===== config.mk =====
export PLATFORM = sky130hd
export DESIGN_NAME = pulse_channel_scheduler
export DESIGN_NICKNAME = d
export VERILOG_FILES = /design/src/rtl/pulse_sched_pkg.sv /design/src/rtl/pulse_channel_scheduler_rr_arbiter.sv /design/src/rtl/pulse_channel_scheduler.sv
export SDC_FILE = /design/constraint.sdc
export NUM_CORES = 1
export LEC_CHECK = 0
export CAP_MARGIN = 20
export CORE_MARGIN = 2
export CORE_UTILIZATION = 40
export DETAILED_ROUTE_END_ITERATION = 10
export SLEW_MARGIN = 15
export SYNTH_ARGS = -nofsm -noshare
export SYNTH_HDL_FRONTEND = slang
export SYNTH_HIERARCHICAL = 1
export SYNTH_SLANG_ARGS = --single-unit

===== constraint.sdc =====
create_clock -name clk -period 3.64 [get_ports clk]
set_input_delay 0.728 -clock clk [delete_from_list [all_inputs] [get_ports clk]]
set_output_delay 0.728 -clock clk [all_outputs]
set_load 0.005 [all_outputs]

===== src/rtl/pulse_sched_pkg.sv =====
// Shared types and defaults for the EDM pulse channel scheduler.
// Optional PULSE_STATS_EN adds pulse/short statistics counters in the top.
package pulse_sched_pkg;

  localparam int NCH_DEF           = 4;
  localparam int CNT_W_DEF         = 16;
  localparam int SHORT_OFF_CYC_DEF = 500;

  typedef enum logic [2:0] {
    IDLE,
    DEAD,
    ON,
    OFF,
    SHORT_OFF
  } state_e;

endpackage


===== src/rtl/pulse_channel_scheduler_rr_arbiter.sv =====
// Round-robin channel select: first enabled channel after the
// last-granted pointer; the pointer advances only on a grant.
module rr_arbiter
  import pulse_sched_pkg::*;
#(
  parameter  int NCH = NCH_DEF,
  localparam int IW  = (NCH > 1) ? $clog2(NCH) : 1
) (
  input  logic           clk,
  input  logic           rst_n,
  input  logic [NCH-1:0] chan_en,
  input  logic           grant,
  output logic [IW-1:0]  next_ch
);

  logic [IW-1:0] ptr;
  logic [IW-1:0] idx;
  logic          found;

  always_comb begin
    next_ch = ptr;
    found   = 1'b0;
    idx     = '0;
    for (int i = 1; i <= NCH; i++) begin
      idx = IW'((int'(ptr) + i) % NCH);
      if (!found && chan_en[idx]) begin
        next_ch = idx;
        found   = 1'b1;
      end
    end
  end

  always_ff @(posedge clk or negedge rst_n) begin
    if (!rst_n) begin
      ptr <= IW'(NCH - 1);
    end else if (grant) begin
      ptr <= next_ch;
    end
  end

endmodule


===== src/rtl/pulse_channel_scheduler.sv =====
// Time-multiplexes NCH EDM power channels onto one dead/on/off sequence.
// Define PULSE_STATS_EN to add stats_clr, pulse_cnt and short_cnt.
module pulse_channel_scheduler
  import pulse_sched_pkg::*;
#(
  parameter  int NCH           = NCH_DEF,
  parameter  int SHORT_OFF_CYC = SHORT_OFF_CYC_DEF,
  parameter  int CNT_W         = CNT_W_DEF,
  localparam int IW            = (NCH > 1) ? $clog2(NCH) : 1
) (
  input  logic             clk,
  input  logic             rst_n,
  input  logic             power_start,
  input  logic             silk_reach,
  input  logic [NCH-1:0]   chan_en,
  input  logic [CNT_W-1:0] ton,
  input  logic [CNT_W-1:0] ts,
  input  logic [6:0]       dt,
  input  logic             short_flag,
  output logic [NCH-1:0]   gate,
  output logic             cut,
  output logic             busy,
  output logic [IW-1:0]    cur_ch,
  output logic             pulse_done,
  output logic             short_abort
`ifdef PULSE_STATS_EN
  ,
  input  logic             stats_clr,
  output logic [31:0]      pulse_cnt,
  output logic [15:0]      short_cnt
`endif
);

  state_e           state;
  state_e           state_d;
  logic [CNT_W-1:0] cnt;
  logic [CNT_W-1:0] ton_sh;
  logic [CNT_W-1:0] ts_sh;
  logic [6:0]       dt_sh;
  logic             run;
  logic             grant;
  logic             cnt_clr;
  logic [IW-1:0]    next_ch;
  logic [IW-1:0]    on_ch;
  logic [CNT_W-1:0] dead_last;
  logic [CNT_W-1:0] ton_last;
  logic [CNT_W-1:0] off_last;
  logic [CNT_W-1:0] soff_last;

  assign run = power_start & silk_reach
             & (|chan_en) & (ton != '0);

  assign dead_last = CNT_W'(dt_sh) - CNT_W'(1);
  assign ton_last  = ton_sh - CNT_W'(1);
  // A zero off-time still costs one OFF cycle
  assign off_last  = (ts_sh == '0) ? '0
                   : ts_sh - CNT_W'(1);
  assign soff_last = CNT_W'(SHORT_OFF_CYC - 1);

  rr_arbiter #(.NCH(NCH)) u_arb (
    .clk     (clk),
    .rst_n   (rst_n),
    .chan_en (chan_en),
    .grant   (grant),
    .next_ch (next_ch)
  );

  always_comb begin
    state_d     = state;
    cnt_clr     = 1'b0;
    grant       = 1'b0;
    pulse_done  = 1'b0;
    short_abort = 1'b0;
    unique case (state)
      IDLE: grant = run;
      DEAD: begin
        if (!run) begin
          state_d = IDLE;
          cnt_clr = 1'b1;
        end else if (cnt == dead_last) begin
          state_d = ON;
          cnt_clr = 1'b1;
        end
      end
      ON: begin
        if (short_flag) begin
          state_d     = SHORT_OFF;
          short_abort = 1'b1;
          cnt_clr     = 1'b1;
        end else if (!run) begin
          state_d = IDLE;
          cnt_clr = 1'b1;
        end else if (cnt == ton_last) begin
          state_d    = OFF;
          pulse_done = 1'b1;
          cnt_clr    = 1'b1;
        end
      end
      OFF: begin
        if (cnt == off_last) begin
          state_d = IDLE;
          grant   = run;
          cnt_clr = 1'b1;
        end
      end
      SHORT_OFF: begin
        if (cnt == soff_last) begin
          state_d = IDLE;
          grant   = run;
          cnt_clr = 1'b1;
        end
      end
      default: state_d = IDLE;
    endcase
    if (grant) begin
      state_d = (dt == '0) ? ON : DEAD;
      cnt_clr = 1'b1;
    end
  end

  assign on_ch = grant ? next_ch : cur_ch;

  always_ff @(posedge clk or negedge rst_n) begin
    if (!rst_n) begin
      state  <= IDLE;
      cnt    <= '0;
      ton_sh <= '0;
      ts_sh  <= '0;
      dt_sh  <= '0;
      cur_ch <= '0;
      gate   <= '0;
    end else begin
      state <= state_d;
      if (cnt_clr) begin
        cnt <= '0;
      end else if (!(&cnt)) begin
        cnt <= cnt + CNT_W'(1);
      end
      if (grant) begin
        ton_sh <= ton;
        ts_sh  <= ts;
        dt_sh  <= dt;
        cur_ch <= next_ch;
      end
      gate <= (state_d == ON) ? (NCH'(1) << on_ch)
                              : '0;
    end
  end

  assign cut  = (state == SHORT_OFF);
  assign busy = (state != IDLE);

`ifdef PULSE_STATS_EN
  always_ff @(posedge clk or negedge rst_n) begin
    if (!rst_n) begin
      pulse_cnt <= '0;
      short_cnt <= '0;
    end else if (stats_clr) begin
      pulse_cnt <= '0;
      short_cnt <= '0;
    end else begin
      if (pulse_done && !(&pulse_cnt)) begin
        pulse_cnt <= pulse_cnt + 32'd1;
      end
      if (short_abort && !(&short_cnt)) begin
        short_cnt <= short_cnt + 16'd1;
      end
    end
  end
`endif

endmodule


==> metrics.md, run 1 <==
| Metric | Value |
|---|---|
| Die Ht | 114 um |
| Top-area cell type share of the netlist area | approximately a third |
| Setup crit start kind | flop |
| DRT Pass-1 Iters | 5 |
| Worst-path clk slew | ~0.050 ns |
| Maximum VDD drop | approximately 0.28 mV |
| Synth Area per Inst | 9.09 um2 |
| Post-DP Area | roughly 5600 um2 |
| CTS sink count | between 60 and 70 |
| Count of cell types in the netlist | roughly 70 |
| Final instance area | roughly 5900 um2 |
| Minimum clock period | between 3 and 4 ns |
| Synthesized instance count | between 500 and 600 |
| Placed cells | 714 |
| Total inserted antenna cells | 0 |
| Synth-to-Final Area Change | 22.1% |
| Remaining DRCs | 0 |
| Drt wl/cell | 16.3 um |
| Final core utilization | 49.5% |
| Worst slack, placed | 0.186 ns |
| Synth cell count leaders | dfrtp_1 (64), nor2_1 (41), mux2_1 (31), xor2_1 (31), nand2_1 (29) |
| CTS Hold Buffers Added | 0 |
| Largest net degree at the start of global routing | 50 |
| Hpwl dp | around 9000 um |
| Clock skew | around 0.0055 ns |
| Final setup viols | 0 |
| Synth area leader | dfrtp_1 |
| CP endpoint kind | output port |
| Num rows | 40 |
| Antenna violations before repair | 0 |
| Worst-margin pin slew | 0.621 ns |
| Post-synth EDFFs | 0 |
| Final WL | between 10,000 and 15,000 um |
| Max cap viols | 0 |
| Final Net Count | between 600 and 700 |
| Worst hold path type | primary input to asynchronous set/reset pin |
| Total Routing Usage GR | between 15 and 20% |
| Fin. max-slew vios | 0 |
| WS Path Type | flop to output port |
| First-pass GRT wire length | around 20,000 um |
| Final hold vios | 0 |
| Post-synthesis cell area | approximately 4800 um2 |
| Status | finished clean |
| Vias | between 4,000 and 5,000 |
| CTS Buffer Depth | 2 |
| Slew headroom | roughly three fifths |
| H-tree depth | 3 |
| Core Area | about 12,000 um2 |
| Fin worst setup slack | ~0.25 ns |
| GRT overflow | 0 |
| Async SR Flop Fraction | 100% |
| Port-buffer cells | 57 |
| Crit-path max FO | 9 |
| WP data required | roughly 2.9 ns |
| Initial Util | around two fifths |
| Seq/Total Area, Yosys | 34.3% |
| Finished Layout Cells | approximately 730 |
| Crit path DAT | between 2 and 3 ns |
| Die width | 114 um |
| Top post-synthesis cells by area | dfrtp_1 (33%), mux2_1 (7.2%), xor2_1 (5.6%) |
| I/O Pins | 58 |
| Vias in the first global route | between 4,000 and 5,000 |
| Top-count cell post-synth | dfrtp_1 |
| FMAX | 295 MHz |
| Final GP Congestion | about 0.95 |
| Clock buffer count from CTS | 9 |
| Period utilization | ~93% |
| RSZ-0062 raised after global routing | false |
| Pwr Density | approximately 510 nW/um2 |
| Layout cells sized above 1 | about 11% |
| Synth Warn # | 6 |
| Die area | 13,000 um2 |
| CTS tree | yes |
| 1st-iter DRT viols | roughly 240 |
| Synth Net Count | between 500 and 600 |
| Skew-Pair Late Insertion Delay | about 0.34 ns |
| Pleak | around 2.3 nW |
| DRT antenna net count | 0 |
| Number of synthesized register bits | 66 |
| Vias/cell | about 5.7 |
| CTS root buf | clkbuf_16 |
| Dominant synthesized flop cell | dfrtp_1 |
| Total negative slack | 0 ns |
## worst max-delay path: stages, from the launching register on
cell	delay, ns
dfrtp_2	0.46
or4_1	0.56
nor3_2	0.16
xnor2_1	0.15
nand2_1	0.09
nor3_1	0.14
nand4_1	0.15
nor2_2	0.12
clkdlybuf4s50_1	0.50
## stage by stage
step                      hold slack, ns  power (mW)
after floorplan                    0.432        1.81
after global placement             0.489        2.07
after detailed placement           0.500        2.10
after global routing               0.353        3.17
after CTS                          0.332        2.98
final                              0.319        2.98
## logic make-up (layout without fill, tap and decap cells)
group | after synthesis | count (layout) | share of synthesized area [%]
AO/OA/AOI/OAI | 81 | 81 | 12.6
flip-flops | 66 | 66 | 34.3
buffers and inverters | 55 | 108 | 5.11
XOR/XNOR | 57 | 57 | 10.3
AND/OR/NAND/NOR | 216 | 216 | 24.8
adder cells (fa/ha/maj) | 4 | 4 | 1.04
multiplexers | 52 | 52 | 11.8
## layout by cell type, fill, tap and decap left out, types with 4 or more instances in the layout
cell	instances
ha_1	4
mux2_2	10
and2_1	4
a21oi_1	7
nor2_1	40
nand3b_1	4
xor2_1	31
xnor2_1	26
a221o_1	4
nor4_1	14
a21boi_0	4
nor2b_1	5
mux2_1	31
nand3_1	21
nor3b_1	9
nand4_1	17
dfrtp_1	62
o21ai_0	16
nand2b_1	11
and4_1	4
clkbuf_16	9
mux2i_1	11
and3_1	11
clkdlybuf4s50_1	56
nand2_1	29
or4_1	4
o211ai_1	4
a31oi_1	5
nor3_1	26
buf_4	17
inv_1	16
clkbuf_8	5
a32oi_1	4
## metal layers
layer	vias to the layer above	GRT usage [%]	routed length (um)
met5	-	0	0
met4	0	7.32	242
met3	17	3.40	573
met2	105	31.5	5530
met1	2032	25.7	5540
li1	2036	-	-
## what timing repair did
action / in CTS / in global routing
endpoints found under the hold margin: 0 / 0
gates resized for setup: 0 / 9
setup buffers: 0 / 1
setup endpoints to repair: 0 / 44
## registers in the layout, indices dropped and copies added (netlist names)
name,flops
state,3
u_arb/ptr,2
cur_ch,2
ton_sh,16
gate,4
cnt,16
ts_sh,16
dt_sh,7
## report_power, final
group | internal, mW | switching [mW]
Combinational | 0.496 | 0.451
Clock | 0.553 | 0.314
Sequential | 0.890 | 0.273
## path summary, 6_finish.rpt
check,from,endpoint,slack (ns),cells after the start
worst max-delay path,ton_sh[2]$_DFFE_PN0N_,pulse_done,0.25,8
worst min register to register,ton_sh[15]$_DFFE_PN0N_,ton_sh[15]$_DFFE_PN0N_,0.51,1
min in group clk,ton_sh[15]$_DFFE_PN0N_,ton_sh[15]$_DFFE_PN0N_,0.51,1
worst min-delay path,rst_n,ton_sh[1]$_DFFE_PN0N_,0.32,1
max in group asynchronous,rst_n,state[0]$_DFF_PN0_,2.35,2
worst max register to register,ts_sh[3]$_DFFE_PN0N_,ton_sh[0]$_DFFE_PN0N_,0.28,11
## layout make-up
class	instances	area [um2]
Multi-Input combinational cell	410	2960
Clock inverter	1	5.00
Sequential cell	66	1660
Fill cell	1128	6020
Timing Repair Buffer	76	733
Tap cell	147	184
Inverter	16	60.1
Clock buffer	15	298
No activity file was read; power rests on OpenSTA's default activity.
==> run 2: changes to the inputs <==
- CTS_CLUSTER_SIZE: default -> 20
- SYNTH_HIERARCHICAL: 1 -> default
==> run 2 against run 1 <==
Net effect: clock skew rose by 0.0015 ns; first-iteration DRC count up 1.7%; register-to-register slack worse by 0.11 ns.
==> metrics.md, run 2 <==
| Metric | Value |
|---|---|
| WP data required | between 2 and 3 ns |
| Largest net degree at the start of global routing | 67 |
| Synthesized instance count | between 400 and 500 |
| Vias/cell | 5.55 |
| FMAX | 277 MHz |
| WS Path Type | flop to output port |
| Final Net Count | 626 |
| Num rows | 39 |
| Async SR Flop Fraction | 100% |
| Dominant synthesized flop cell | dfrtp_1 |
| Pleak | between 2 and 2.5 nW |
| Critical Path Max Stage Delay | ~0.48 ns |
| Slowest cell on crit path | or4b_4 |
| Total inserted antenna cells | 0 |
| RSZ-0062 raised after global routing | true |
| Synth Warn # | 0 |
| Most frequent cells in the layout | dfrtp_1 (63), clkdlybuf4s50_1 (55), nor2_1 (46) |
| Worst slack, placed | -0.122 ns |
| Synth-to-Final Area Change | 27.3% |
| Fin. max-slew vios | 0 |
| Die width | approximately 110 um |
| DRT Pass-1 Iters | 4 |
| DRT antenna net count | 0 |
| Post-DP Area | ~5500 um2 |
| Worst-path clk slew | about 0.050 ns |
| 1st-iter DRT viols | 240 |
| Vias in the first global route | 4,085 |
| Fin worst setup slack | between 0.02 and 0.03 ns |
| Antenna violations before repair | 0 |
| Pwr Density | 727 nW/um2 |
| Commonest non-fill, non-tap cell in the layout | dfrtp_1 |
| Fillers | roughly 1,100 |
| Vias | between 4,000 and 5,000 |
| Clock skew | approximately 0.007 ns |
| Finished Layout Cells | about 720 |
| Skew-Pair Late Insertion Delay | approximately 0.34 ns |
| Post-synth EDFFs | 0 |
| CTS tree | yes |
| Clock network fraction of design power | 19.2% |
| Critical path buffers and inverters | 2 |
| Sw frac | between 30% and 40% |
| Crit path DAT | approximately 2.9 ns |
| CTS Hold Buffers Added | 0 |
| Layout cells sized above 1 | a little over a fifth |
| Minimum clock period | between 3 and 4 ns |
| Drt wl/cell | roughly 16 um |
| Final GP Congestion | around 0.83 |
| Remaining DRCs | 0 |
| CP cell instances | inv_1 > ha_2 > or4b_4 > or3_4 > or3b_1 > a311oi_1 > o22a_1 > and4_4 > buf_6 |
| Final hold vios | 0 |
| Setup crit start kind | flop |
| Comb pwr share | a little under half |
| Placed cells | roughly 700 |
| Worst-margin pin slew | roughly 0.84 ns |
| Initial Util | around two fifths |
| Final instance area | about 5900 um2 |
| Synth Net Count | roughly 550 |
| Top-count cell post-synth | dfrtp_1 |
| Tot Pwr | around 4.3 mW |
| GRT overflow | 0 |
| Final setup viols | 0 |
| Seq/Total Area, Yosys | 35.8% |
| Min Hold Slack | 0.537 ns |
| H-tree depth | 3 |
| CP endpoint kind | output port |
| CTS sink count | 66 |
| Die area | roughly 12,000 um2 |
| Max cap viols | 0 |
| Total Routing Usage GR | about a fifth |
| Reg area | 1660 um2 |
| CTS root buf | clkbuf_16 |
| Period utilization | between 90 and 100% |
| Slew headroom | a little over two fifths |
| Core Area | around 11,000 um2 |
| Count of cell types in the netlist | 68 |
| P_int | 2.62 mW |
| Regs by FF count | cnt: 16 flops, ton_sh: 16 flops, ts_sh: 16 flops |
| Die Ht | between 100 and 150 um |
| I/O Pins | 58 |
| Net Sw Power | roughly 1.7 mW |
| Top post-synthesis cells by area | dfrtp_1 (35%), mux2_2 (10%), xnor2_1 (4.9%) |
| Status | finished clean |
| Synth cell count leaders | dfrtp_1 (64), nor2_1 (46), mux2_2 (41) |
| Final WL | 11,700 um |
| Worst hold path type | flop to flop |
| Maximum VDD drop | 0.330 mV |
| CTS Buffer Depth | 2 |
| Synth Area per Inst | 9.26 um2 |
| Port-buffer cells | 57 |
| CP top delay family | simple AND/OR/NAND/NOR gates |
| Multi-input gate area | about 2900 um2 |
| Post-synthesis cell area | ~4600 um2 |
| Number of synthesized register bits | between 60 and 70 |
| Clock buffer count from CTS | 9 |
| Crit-path max FO | 2 |
| First-pass GRT wire length | ~20,000 um |
| Top-area cell type share of the netlist area | between 30% and 40% |
| Part of the power in registers | between 30% and 40% |
| Synth area leader | dfrtp_1 |
| Hpwl dp | approximately 8700 um |
==> run 2: cell types whose count changed after synthesis, moves of 6 or more <==
| cell | before | now |
|---|---|---|
| mux2_1 | 31 | 0 |
| mux2_2 | 10 | 41 |
| nand2_1 | 29 | 20 |
| and3_1 | 11 | 4 |
| mux2i_1 | 11 | 4 |
| xor2_1 | 31 | 25 |
==> run 2: final timing paths <==
kind	depth (start not counted)	slack, ns	startpoint	to
min	2	0.54	u_arb.ptr[1]$_DFFE_PN1N_	u_arb.ptr[1]$_DFFE_PN1N_
min in group asynchronous	2	0.59	rst_n	ts_sh[13]$_DFFE_PN0N_
max	9	0.03	ton_sh[0]$_DFFE_PN0N_	pulse_done
max in group asynchronous	2	2.47	rst_n	ts_sh[1]$_DFFE_PN0N_
min reg2reg	2	0.54	u_arb.ptr[1]$_DFFE_PN1N_	u_arb.ptr[1]$_DFFE_PN1N_
max reg2reg	10	0.17	dt_sh[0]$_DFFE_PN0N_	gate[3]$_DFF_PN0_
==> run 2: kinds of logic after synthesis <==
logic type | after synthesis | share of synthesized area (%)
AOI/OAI and AO/OA | 79 | 12.6
buffers and inverters | 46 | 3.98
xor gates and xnor gates | 52 | 10.2
muxes | 45 | 10.9
and+or+nand+nor | 207 | 25.5
DFF | 66 | 35.8
adders and majority gates | 4 | 1.08
==> run 2: timing repair <==
action,in CTS,in global routing
pin swaps,5,3
buffers inserted,1,3
setup endpoints to repair,3,64
gates resized for setup,10,10
==> run 2: power groups by stage <==
stage	logic, mW	clock network (mW)	registers (mW)
after floorplan	1.43	0	1.28
after detailed placement	1.93	0	1.43
after global placement	1.88	0	1.41
after CTS	1.96	0.836	1.42
after global routing	2.24	0.881	1.49
final	2.03	0.824	1.43
==> run 2: per-stage QoR <==
| step | setup TNS (ns) | util (%) |
|---|---|---|
| 6_report | 0 | 51.8 |
| 5_1_grt | -0.0418 | 51.8 |
| 4_1_cts | 0 | 51.1 |
| 3_5_place_dp | -0.122 | 48.3 |
| 3_3_place_gp | -0.0664 | 48.3 |
| 2_1_floorplan | 0 | - |
==> run 2: layout make-up <==
| type | count | area share [%] |
|---|---|---|
| clock buffer | 14 | 4.66 |
| clock inverter | 2 | 0.170 |
| inverter | 14 | 0.893 |
| timing repair buffer | 96 | 14.7 |
| sequential | 66 | 28.1 |
| multi-input combinational | 387 | 48.4 |
| tap | 143 | 3.04 |
==> run 2: worst min-delay path: stages, from the launching register on <==
cell	delay, ns
dfstp_2	0.39
nand2_1	0.05
o21ai_0	0.08
==> run 2: layer usage <==
metal  GRT usage, %  share of wire, %  wire, um
met4           8.56               2.1       249
met3           3.21               2.9       344
met1           26.2                48      5590
met2           31.9                47      5520
met5              0                 0         0
